File: src/rtl/esp_cmd_frame_ctrl_pkg.sv
// Shared definitions for the ESP32 command-frame controller: state encoding,
// error codes and the default start-of-frame marker.
package esp_cmd_frame_ctrl_pkg;

    typedef enum logic [2:0] {
        ST_HUNT = 3'd0,
        ST_CMD  = 3'd1,
        ST_LEN  = 3'd2,
        ST_PAY  = 3'd3,
        ST_CHK  = 3'd4
    } state_t;

    localparam logic [1:0] ERR_CHK = 2'b01;
    localparam logic [1:0] ERR_LEN = 2'b10;
    localparam logic [1:0] ERR_TO  = 2'b11;

    localparam logic [7:0] DEF_SOF_BYTE = 8'hA5;

endpackage

File: src/rtl/esp_cmd_frame_ctrl_byte_timeout_timer.sv
// Inter-byte watchdog: counts enabled cycles since the last clear and flags
// when the count reaches TIMEOUT_CYC-1.
module byte_timeout_timer #(
    parameter int TIMEOUT_CYC = 1000000,
    parameter int TO_W        = 20
) (
    input  logic clk,
    input  logic reset,
    input  logic clr,
    input  logic en,
    output logic expired
);

    localparam logic [TO_W-1:0] LIMIT = TO_W'(TIMEOUT_CYC - 1);

    logic [TO_W-1:0] count;

    // Clear has priority so a byte arriving exactly at the limit restarts the window.
    always_ff @(posedge clk or posedge reset) begin
        if (reset) begin
            count <= '0;
        end else if (clr) begin
            count <= '0;
        end else if (en && count != LIMIT) begin
            count <= count + 1'b1;
        end
    end

    assign expired = (count == LIMIT);

endmodule

File: src/rtl/esp_cmd_frame_ctrl.sv
// Frames the uart_rx byte stream into validated commands: SOF, CMD, LEN,
// payload, XOR checksum, with an inter-byte timeout.
module esp_cmd_frame_ctrl
    import esp_cmd_frame_ctrl_pkg::*;
#(
    parameter logic [7:0] SOF_BYTE    = DEF_SOF_BYTE,
    parameter int         MAX_LEN     = 4,
    parameter int         TIMEOUT_CYC = 1000000,
    parameter int         TO_W        = 20
) (
    input  logic        clk,
    input  logic        reset,
    input  logic        rx_valid,
    input  logic [7:0]  rx_data,
    output logic        frame_valid,
    output logic [7:0]  frame_cmd,
    output logic [2:0]  frame_len,
    output logic [31:0] frame_arg,
    output logic        err_pulse,
    output logic [1:0]  err_code,
    output logic [7:0]  err_cnt,
    output logic        busy
);

    localparam logic [7:0] MAX_LEN_B = 8'(MAX_LEN);

    state_t      state, state_n;
    logic [7:0]  cmd_q, chk_q;
    logic [2:0]  len_q;
    logic [1:0]  idx_q;
    logic [31:0] arg_q;
    logic        expired;

    logic        clr_shadow, load_cmd, load_len, store_pay, good, err;
    logic [1:0]  err_kind;

    assign busy = (state != ST_HUNT);

    byte_timeout_timer #(
        .TIMEOUT_CYC(TIMEOUT_CYC),
        .TO_W       (TO_W)
    ) u_timer (
        .clk    (clk),
        .reset  (reset),
        .clr    (rx_valid || state == ST_HUNT),
        .en     (busy),
        .expired(expired)
    );

    always_ff @(posedge clk or posedge reset) begin
        if (reset) state <= ST_HUNT;
        else       state <= state_n;
    end

    // A received byte always takes precedence over a timeout in the same cycle.
    always_comb begin
        state_n    = state;
        clr_shadow = 1'b0;
        load_cmd   = 1'b0;
        load_len   = 1'b0;
        store_pay  = 1'b0;
        good       = 1'b0;
        err        = 1'b0;
        err_kind   = ERR_CHK;
        if (rx_valid) begin
            case (state)
                ST_HUNT: begin
                    if (rx_data == SOF_BYTE) begin
                        clr_shadow = 1'b1;
                        state_n    = ST_CMD;
                    end
                end
                ST_CMD: begin
                    load_cmd = 1'b1;
                    state_n  = ST_LEN;
                end
                ST_LEN: begin
                    if (rx_data > MAX_LEN_B) begin
                        err      = 1'b1;
                        err_kind = ERR_LEN;
                        state_n  = ST_HUNT;
                    end else begin
                        load_len = 1'b1;
                        state_n  = (rx_data == 8'd0) ? ST_CHK : ST_PAY;
                    end
                end
                ST_PAY: begin
                    store_pay = 1'b1;
                    if ({1'b0, idx_q} == len_q - 3'd1) state_n = ST_CHK;
                end
                ST_CHK: begin
                    if (rx_data == chk_q) begin
                        good = 1'b1;
                    end else begin
                        err      = 1'b1;
                        err_kind = ERR_CHK;
                    end
                    state_n = ST_HUNT;
                end
                default: state_n = ST_HUNT;
            endcase
        end else if (busy && expired) begin
            err      = 1'b1;
            err_kind = ERR_TO;
            state_n  = ST_HUNT;
        end
    end

    always_ff @(posedge clk or posedge reset) begin
        if (reset) begin
            cmd_q <= '0;
            chk_q <= '0;
            len_q <= '0;
            idx_q <= '0;
            arg_q <= '0;
        end else if (clr_shadow) begin
            cmd_q <= '0;
            chk_q <= '0;
            len_q <= '0;
            idx_q <= '0;
            arg_q <= '0;
        end else if (load_cmd) begin
            cmd_q <= rx_data;
            chk_q <= rx_data;
        end else if (load_len) begin
            len_q <= rx_data[2:0];
            chk_q <= chk_q ^ rx_data;
            idx_q <= '0;
        end else if (store_pay) begin
            arg_q[{idx_q, 3'b000} +: 8] <= rx_data;
            chk_q <= chk_q ^ rx_data;
            idx_q <= idx_q + 2'd1;
        end
    end

    // Published frame fields and error status change only on a decided frame.
    always_ff @(posedge clk or posedge reset) begin
        if (reset) begin
            frame_valid <= 1'b0;
            err_pulse   <= 1'b0;
            frame_cmd   <= '0;
            frame_len   <= '0;
            frame_arg   <= '0;
            err_code    <= '0;
            err_cnt     <= '0;
        end else begin
            frame_valid <= good;
            err_pulse   <= err;
            if (good) begin
                frame_cmd <= cmd_q;
                frame_len <= len_q;
                frame_arg <= arg_q;
            end
            if (err) begin
                err_code <= err_kind;
                if (err_cnt != 8'hFF) err_cnt <= err_cnt + 8'd1;
            end
        end
    end

endmodule
File: config.mk
export PLATFORM = sky130hd
export DESIGN_NAME = esp_cmd_frame_ctrl
export DESIGN_NICKNAME = d
export VERILOG_FILES = /design/src/rtl/esp_cmd_frame_ctrl_pkg.sv /design/src/rtl/esp_cmd_frame_ctrl_byte_timeout_timer.sv /design/src/rtl/esp_cmd_frame_ctrl.sv
export SDC_FILE = /design/constraint.sdc
export NUM_CORES = 1
export LEC_CHECK = 0
export ABC_AREA = 1
export BUFFER_PORTS_ARGS = -buffer_cell sky130_fd_sc_hd__buf_2
export CORE_ASPECT_RATIO = 0.8
export CORE_MARGIN = 1
export CORE_UTILIZATION = 45
export CTS_BUF_LIST = sky130_fd_sc_hd__clkbuf_2 sky130_fd_sc_hd__clkbuf_4 sky130_fd_sc_hd__clkbuf_8
export CTS_CLUSTER_SIZE = 16
export DETAILED_ROUTE_END_ITERATION = 6
export PLACE_DENSITY_LB_ADDON = 0.12
export RECOVER_POWER = 25
export REMOVE_ABC_BUFFERS = 1
export SYNTH_ARGS = -nofsm -noshare
export SYNTH_HDL_FRONTEND = slang
export SYNTH_SLANG_ARGS = --single-unit
File: constraint.sdc
create_clock -name clk -period 3.5 [get_ports clk]
set_input_delay 0.35 -clock clk [delete_from_list [all_inputs] [get_ports clk]]
set_output_delay 0.35 -clock clk [all_outputs]
set_load 0.05 [all_outputs]
# ---- Yosys cells after proc, flatten, opt, wreduce, memory -nomap -nowiden
# Index checks and enable logic that the tools add are counted.
dict set report totals {
  register_bits 131
  input_bits 11
  output_inout_bits 56
  elab_cells 104
}
dict set report op_classes {
  n_addsub 5
  n_lt_le_gt_ge 1
  eq_ne 14
  n_shift 2
  mux 49
  bitwise 1
  reduce_logical 18
}
# operator count
set ops {}
lappend ops {{$mux 32} 4}
lappend ops {{$mux 8} 6}
lappend ops {{$mux 20} 2}
lappend ops {{$bwmux 32} 1}
lappend ops {{$shift 8x7->32 const A} 1}
lappend ops {{$shiftx 8x7->32} 1}
lappend ops {{$mux 3} 9}
lappend ops {{$add 20x1->20 const B} 1}
lappend ops {{$eq 20x20->1 const B} 1}
lappend ops {{$ne 20x20->1 const B} 1}
lappend ops {{$mux 1} 17}
lappend ops {{$mux 2} 8}
lappend ops {{$pmux 3 s4} 1}
lappend ops {{$reduce_bool 2->1} 5}
lappend ops {{$add 8x1->8 const B} 1}
lappend ops {{$eq 8x8->1} 1}
lappend ops {{$eq 8x8->1 const B} 1}
lappend ops {{$gt 8x3->1 const B} 1}
lappend ops {{$logic_not 8->1} 1}
lappend ops {{$ne 8x8->1 const B} 1}
lappend ops {{$xor 8x8->8} 1}
lappend ops {{$neg 5->7} 1}
lappend ops {{$eq 3x2->1 const B} 2}
lappend ops {{$reduce_and 2->1} 3}
lappend ops {{other kinds (15)} 19}

# ---- Depth between registers and ports, before layout
dict set report depth {
  word_depth 7
  mapped_depth 12
  ltp_nobuf 11
}

# ---- Modules after synthesis
# A second synthesis with hierarchy kept.
dict set report unflattened {
  cells_unflattened 774
  hier_area_um2 6432.4
}
# module instances cells_each area_per_inst_um2 seq_area_each_um2
set modules_own_cells {}
lappend modules_own_cells {esp_cmd_frame_ctrl 1 573 5014.8 2777.7}
lappend modules_own_cells {byte_timeout_timer 1 201 1417.6 500.5}

# ---- Worst setup path after synthesis
# No wires, ideal clock.
dict set report synth_timing {
  kind {reg-to-reg}
  start {reg err_cnt[0]}
  end {reg err_cnt[6]}
  setup_ps 65
  arrival_time_ps 1866
  required_time_ps 3435
  slack_ps 1569
  stages_incl_launch_ff 8
  n_path_buf 0
  period_less_slack_ps 1931
  cell_sequence {dfrtp_1 -> ha_1 -> nand3_1 -> nor3_1 -> nand3_2 -> nand2_1 -> nand2_1 -> nand2_1}
}
dict set report synth_between {
  elab_chain_cells 2
  elab_cells_between_ends 3
  cone_classes {add/sub: 1; eq/ne: 1; reduce/logical: 1}
}
# element line_no
set synth_rtl {}
lappend synth_rtl {{start: declaration} esp_cmd_frame_ctrl.sv:21} ;# output logic [7:0] err_cnt,
lappend synth_rtl {{start signal: assignment} esp_cmd_frame_ctrl.sv:156} ;# if (err_cnt != 8'hFF) err_cnt <= err_cnt + 8'd1;
lappend synth_rtl {{branches (longest 2 deep; another with $add 8x1->8)} -}
# Several ways; the timed one is not identified.
# A chain may end at the register's enable or synchronous reset.

==> flow_summary.html <==
<table>
<tr><th>Metric</th><th>Value</th></tr>
<tr><th colspan="2">Outcome</th></tr>
<tr><td>Run status</td><td>finished, violations left</td></tr>
<tr><td>Failing checks</td><td>max-capacitance violations, max-slew violations</td></tr>
<tr><th colspan="2">Setup path</th></tr>
<tr><td>Startpoint kind of the worst setup timing path</td><td>input pin</td></tr>
<tr><td>Worst EP required</td><td>4.06 ns</td></tr>
<tr><td>Max Fanout on Critical Path</td><td>85</td></tr>
<tr><td>Slack of the worst reg-to-reg path</td><td>around 1.3 ns</td></tr>
<tr><td>Type of the setup path with the least slack</td><td>input pin to asynchronous set/reset pin</td></tr>
<tr><td>Sequence of cells on the critical path</td><td>dlygate4sd3_1 -&gt; buf_2 -&gt; clkinvlp_2 -&gt; buf_12</td></tr>
<tr><td>R2R Path Start</td><td>idx_q[0]</td></tr>
<tr><td>FF-to-FF path depth</td><td>6</td></tr>
<tr><td>Critical Path AT</td><td>roughly 2.8 ns</td></tr>
<tr><td>Capturing point of the worst reg2reg path</td><td>arg_q[1]</td></tr>
<tr><td>Slowest cell on the critical path</td><td>sky130_fd_sc_hd__clkinvlp_2</td></tr>
<tr><td>Critical Path End Type</td><td>asynchronous set/reset pin</td></tr>
<tr><td>Biggest cell delay along the critical path</td><td>~1.2 ns</td></tr>
<tr><th colspan="2">Clock network</th></tr>
<tr><td>Maximum clock path buffer count</td><td>2</td></tr>
<tr><td>Cell at the root of the clock tree</td><td>sky130_fd_sc_hd__clkbuf_8</td></tr>
<tr><td>Clk_lat worst skew</td><td>0.44 ns</td></tr>
<tr><td>Number of gates resized after CTS</td><td>0</td></tr>
<tr><td>Post-cts hold buffer count</td><td>1</td></tr>
<tr><td>Post CTS Setup Buffer Count</td><td>0</td></tr>
<tr><td>CTS tree</td><td>yes</td></tr>
<tr><td>Clock-pin transition on the worst setup and hold timing paths</td><td>0.06 ns</td></tr>
<tr><td>Number of sinks handled by clock tree synthesis</td><td>131</td></tr>
<tr><td>Htree depth</td><td>4</td></tr>
<tr><td>CTS buffer count</td><td>17</td></tr>
<tr><th colspan="2">Timing</th></tr>
<tr><td>Count of final hold-check violations</td><td>0</td></tr>
<tr><td>Number of pins exceeding their max-slew limit in the final report</td><td>47</td></tr>
<tr><td>Number of endpoints failing setup at the final stage</td><td>0</td></tr>
<tr><td>Highest achievable clock rate</td><td>453 MHz</td></tr>
<tr><td>Unrepaired setup endpoints after global routing</td><td>no</td></tr>
<tr><td>Worst max-slew margin expressed relative to the limit</td><td>-42.0%</td></tr>
<tr><td>Tmin final</td><td>between 2 and 2.5 ns</td></tr>
<tr><td>Least-Margin Pin Slew</td><td>between 2 and 2.5 ns</td></tr>
<tr><td>Final Skew</td><td>0.0117 ns</td></tr>
<tr><td>Period Utilization, post-route</td><td>63.1%</td></tr>
<tr><th colspan="2">Min path</th></tr>
<tr><td>Hold path depth</td><td>3</td></tr>
<tr><td>Hold WC Path Type</td><td>input pin to flop</td></tr>
<tr><td>Hold Path Sink</td><td>state[1]</td></tr>
<tr><td>Worst Hold Launch</td><td>rx_valid</td></tr>
<tr><th colspan="2">Die</th></tr>
<tr><td>Overall die area</td><td>0.0144 mm2</td></tr>
<tr><td>Top-Level Pins</td><td>67</td></tr>
<tr><td>Starting density of the core</td><td>46.2%</td></tr>
<tr><td>DIE HEIGHT</td><td>108 um</td></tr>
<tr><td>Placeable core region</td><td>0.0136 mm2</td></tr>
<tr><td>Horiz. Die Dim</td><td>134 um</td></tr>
<tr><td>Core Rows</td><td>38</td></tr>
<tr><th colspan="2">Power</th></tr>
<tr><td>Worst ir drop on vdd</td><td>0.330 mV</td></tr>
<tr><td>Power spent charging and discharging nets</td><td>1660 uW</td></tr>
<tr><td>Cell area power density</td><td>661 mW/mm2</td></tr>
<tr><td>Share of total power in combinational logic</td><td>29.1%</td></tr>
<tr><td>Leakage power figure</td><td>between 0.003 and 0.004 uW</td></tr>
<tr><td>Pint</td><td>3050 uW</td></tr>
<tr><td>Portion of total power attributed to sequential cells</td><td>between 40 and 50%</td></tr>
<tr><td>Switching Share</td><td>35.3%</td></tr>
<tr><td>Fraction of power consumed by the clock network</td><td>28.3%</td></tr>
<tr><th colspan="2">Logic synthesis</th></tr>
<tr><td>Synth Area per Inst</td><td>about 8.4 um2</td></tr>
<tr><td>Instance count of the mapped netlist</td><td>between 700 and 800</td></tr>
<tr><td>Distinct cell type count of the synthesized netlist</td><td>37</td></tr>
<tr><td>Register area share after synthesis</td><td>approximately 52%</td></tr>
<tr><td>Cell area after synthesis</td><td>around 0.0063 mm2</td></tr>
<tr><td>Count of state elements after synthesis</td><td>roughly 130</td></tr>
<tr><td>Synthesis Warnings</td><td>0</td></tr>
<tr><th colspan="2">Place</th></tr>
<tr><td>HPWL after detailed placement</td><td>9.96 mm</td></tr>
<tr><td>Number of instances in the placed design</td><td>between 900 and 1k</td></tr>
<tr><td>Post-DP Area</td><td>0.00674 mm2</td></tr>
<tr><td>Placer's final routability congestion estimate</td><td>roughly 0.86</td></tr>
<tr><td>Buffers on Ports</td><td>between 60 and 70</td></tr>
<tr><th colspan="2">Route</th></tr>
<tr><td>Antenna Nets Post-Route</td><td>0</td></tr>
<tr><td>Number of violations reported at the end of detailed-routing iteration 0</td><td>281</td></tr>
<tr><td>Number of search-and-repair iterations in the first detailed-routing pass</td><td>6</td></tr>
<tr><td>Per-cell via count in the routed design</td><td>5.00</td></tr>
<tr><td>Via count</td><td>5053</td></tr>
<tr><td>Post-route DRC</td><td>0</td></tr>
<tr><td>Total wire length</td><td>13.8 mm</td></tr>
<tr><td>Wire length per cell after detailed routing</td><td>13.7 um</td></tr>
<tr><th colspan="2">Run</th></tr>
<tr><td>MaxCap Viol Count</td><td>1</td></tr>
<tr><th colspan="2">Layout</th></tr>
<tr><td>Fraction of layout cells with a size suffix above 1</td><td>12.8%</td></tr>
<tr><td>Area Growth Syn to Fin</td><td>13.5%</td></tr>
<tr><td>Antenna fix cells</td><td>0</td></tr>
<tr><td>Final layout net count</td><td>about 840</td></tr>
<tr><td>Finished layout cell area</td><td>0.00712 mm2</td></tr>
<tr><td>Filler cell count in the final layout</td><td>~1.3k</td></tr>
<tr><td>Final cell count without fillers</td><td>1010</td></tr>
<tr><th colspan="2">Global route</th></tr>
<tr><td>Total Routing Usage GR</td><td>21.1%</td></tr>
<tr><td>Aggregate global routing overflow</td><td>0</td></tr>
<tr><td>Global-route wire length before repair</td><td>23.6 mm</td></tr>
<tr><td>Largest net degree at the start of global routing</td><td>86</td></tr>
<tr><td>Via count of the first global-routing pass</td><td>between 4k and 5k</td></tr>
<tr><td>Number of antenna violations at the first check in global routing</td><td>0</td></tr>
</table>
[flip-flops by register name, summed over array words and instances, names as in the netlist]
| signal | flops |
|---|---|
| frame_cmd | 8 |
| err_cnt | 8 |
| len_q | 3 |
| frame_arg | 32 |
| frame_valid | 1 |
| err_code | 2 |
| err_pulse | 1 |
| idx_q | 2 |
| u_timer.count | 20 |
| state | 3 |
| chk_q | 8 |
| frame_len | 3 |
| arg_q | 32 |
| cmd_q | 8 |
[worst max path at each step]
stage | endpoint | slack [ns] | from | cells past startpoint
after detailed placement | frame_arg[17] | 1.19 | rx_data[5] | 9
after global routing | cmd_q[7] | 0.92 | reset | 4
after CTS | frame_arg[17] | 1.32 | state[1] | 6
after floorplan | arg_q[0] | -0.35 | reset | 1
final | frame_cmd[3] | 1.29 | reset | 4
after global placement | frame_arg[11] | 1.32 | rx_data[5] | 10
[cell type report]
type | instances | area [um2] | share of cell area, %
sequential | 131 | 3280 | 46.0
multi-input combinational | 484 | 2440 | 34.3
inverter | 115 | 433 | 6.08
timing repair buffer | 70 | 334 | 4.69
clock buffer | 25 | 313 | 4.39
tap | 180 | 225 | 3.16
clock inverter | 5 | 100 | 1.41
[critical path, delay by kind of cell]
family | cells | cell delay, ns
buf+inv | 4 | 2.32
[power by group through the flow]
| stage | logic (uW) | registers (uW) | clock network, uW |
|---|---|---|---|
| 5_1_grt | 1560 | 2040 | 1440 |
| 3_5_place_dp | 1370 | 2040 | 0 |
| 6_report | 1370 | 2010 | 1330 |
| 3_3_place_gp | 1350 | 2030 | 0 |
| 2_1_floorplan | 936 | 2120 | 0 |
| 4_1_cts | 1380 | 2010 | 1370 |
[cells by family after synthesis]
logic type	Yosys count	share of synthesized area, %
adder cells (fa/ha/maj)	8	1.59
AO/OA/AOI/OAI	115	10.8
XOR/XNOR	9	1.26
AND/OR/NAND/NOR	352	25.3
buffers and inverters	134	8.89
flip-flops	131	52.2
[layer usage]
layer,GRT usage (%),vias up,wire [um]
met1,30.4,2375,7010
met2,30.5,129,5850
li1,-,2533,-
met3,5.04,16,738
met5,0,-,0
met4,8.27,0,192
[placed cells by master, fill, tap and decap left out, types with 9 or more instances in the layout]
master and instances:
sky130_fd_sc_hd__buf_2 33, sky130_fd_sc_hd__clkbuf_1 33, sky130_fd_sc_hd__clkbuf_8 20, sky130_fd_sc_hd__dfrtp_1 131, sky130_fd_sc_hd__inv_1 104, sky130_fd_sc_hd__inv_2 10, sky130_fd_sc_hd__nand2_1 207, sky130_fd_sc_hd__nand3_1 48
sky130_fd_sc_hd__nand4_1 11, sky130_fd_sc_hd__nor2_1 50, sky130_fd_sc_hd__nor3_1 9, sky130_fd_sc_hd__o21ai_0 59, sky130_fd_sc_hd__o21ai_1 12, sky130_fd_sc_hd__o22ai_1 23
[cells in the mapped netlist]
master / instances / area (um2)
sky130_fd_sc_hd__xnor2_1: 2 / 17.5
sky130_fd_sc_hd__xor2_1: 7 / 61.3
sky130_fd_sc_hd__o21ai_0: 59 / 295
sky130_fd_sc_hd__o21a_1: 4 / 30.0
sky130_fd_sc_hd__o21ai_1: 12 / 60.1
sky130_fd_sc_hd__nand4_1: 11 / 68.8
sky130_fd_sc_hd__nor3b_1: 1 / 7.51
sky130_fd_sc_hd__buf_4: 2 / 15.0
sky130_fd_sc_hd__dfrtp_1: 131 / 3280
sky130_fd_sc_hd__nand4_4: 1 / 21.3
sky130_fd_sc_hd__buf_2: 7 / 35.0
sky130_fd_sc_hd__ha_1: 8 / 100
sky130_fd_sc_hd__nor4_1: 2 / 12.5
sky130_fd_sc_hd__nand3_4: 2 / 35.0
sky130_fd_sc_hd__nand2_2: 4 / 25.0
sky130_fd_sc_hd__nor3_2: 2 / 20.0
sky130_fd_sc_hd__nand2_4: 2 / 22.5
sky130_fd_sc_hd__clkbuf_1: 4 / 15.0
sky130_fd_sc_hd__or2_2: 2 / 12.5
sky130_fd_sc_hd__inv_2: 10 / 37.5
sky130_fd_sc_hd__inv_1: 105 / 394
sky130_fd_sc_hd__buf_6: 5 / 56.3
sky130_fd_sc_hd__a21oi_2: 1 / 8.76
sky130_fd_sc_hd__clkbuf_2: 1 / 5.00
sky130_fd_sc_hd__nor3_1: 9 / 45.0
sky130_fd_sc_hd__o21bai_1: 2 / 15.0
sky130_fd_sc_hd__a31oi_1: 2 / 12.5
sky130_fd_sc_hd__o22ai_1: 23 / 144
sky130_fd_sc_hd__nand3_1: 48 / 240
sky130_fd_sc_hd__nand2_1: 207 / 777
sky130_fd_sc_hd__o32ai_2: 4 / 65.1
sky130_fd_sc_hd__nand3_2: 7 / 70.1
sky130_fd_sc_hd__nor2_1: 50 / 188
sky130_fd_sc_hd__nor2_2: 1 / 6.26
sky130_fd_sc_hd__a21oi_1: 7 / 35.0
sky130_fd_sc_hd__o211a_1: 1 / 10.0
sky130_fd_sc_hd__nor2_4: 3 / 33.8
[stage by stage]
stage	worst slack (ns)	utilization (%)	TNS [ns]	hold WS, ns	total power, uW
after floorplan	-0.348	-	-45.55	0.461	3050
after global placement	1.32	49.6	0	0.461	3380
after detailed placement	1.19	49.6	0	0.461	3400
after CTS	1.32	52.7	0	0.199	4760
after global routing	0.919	52.4	0	0.227	5040
final	1.29	52.4	0	0.225	4710
No activity file was read; power rests on OpenSTA's default activity.
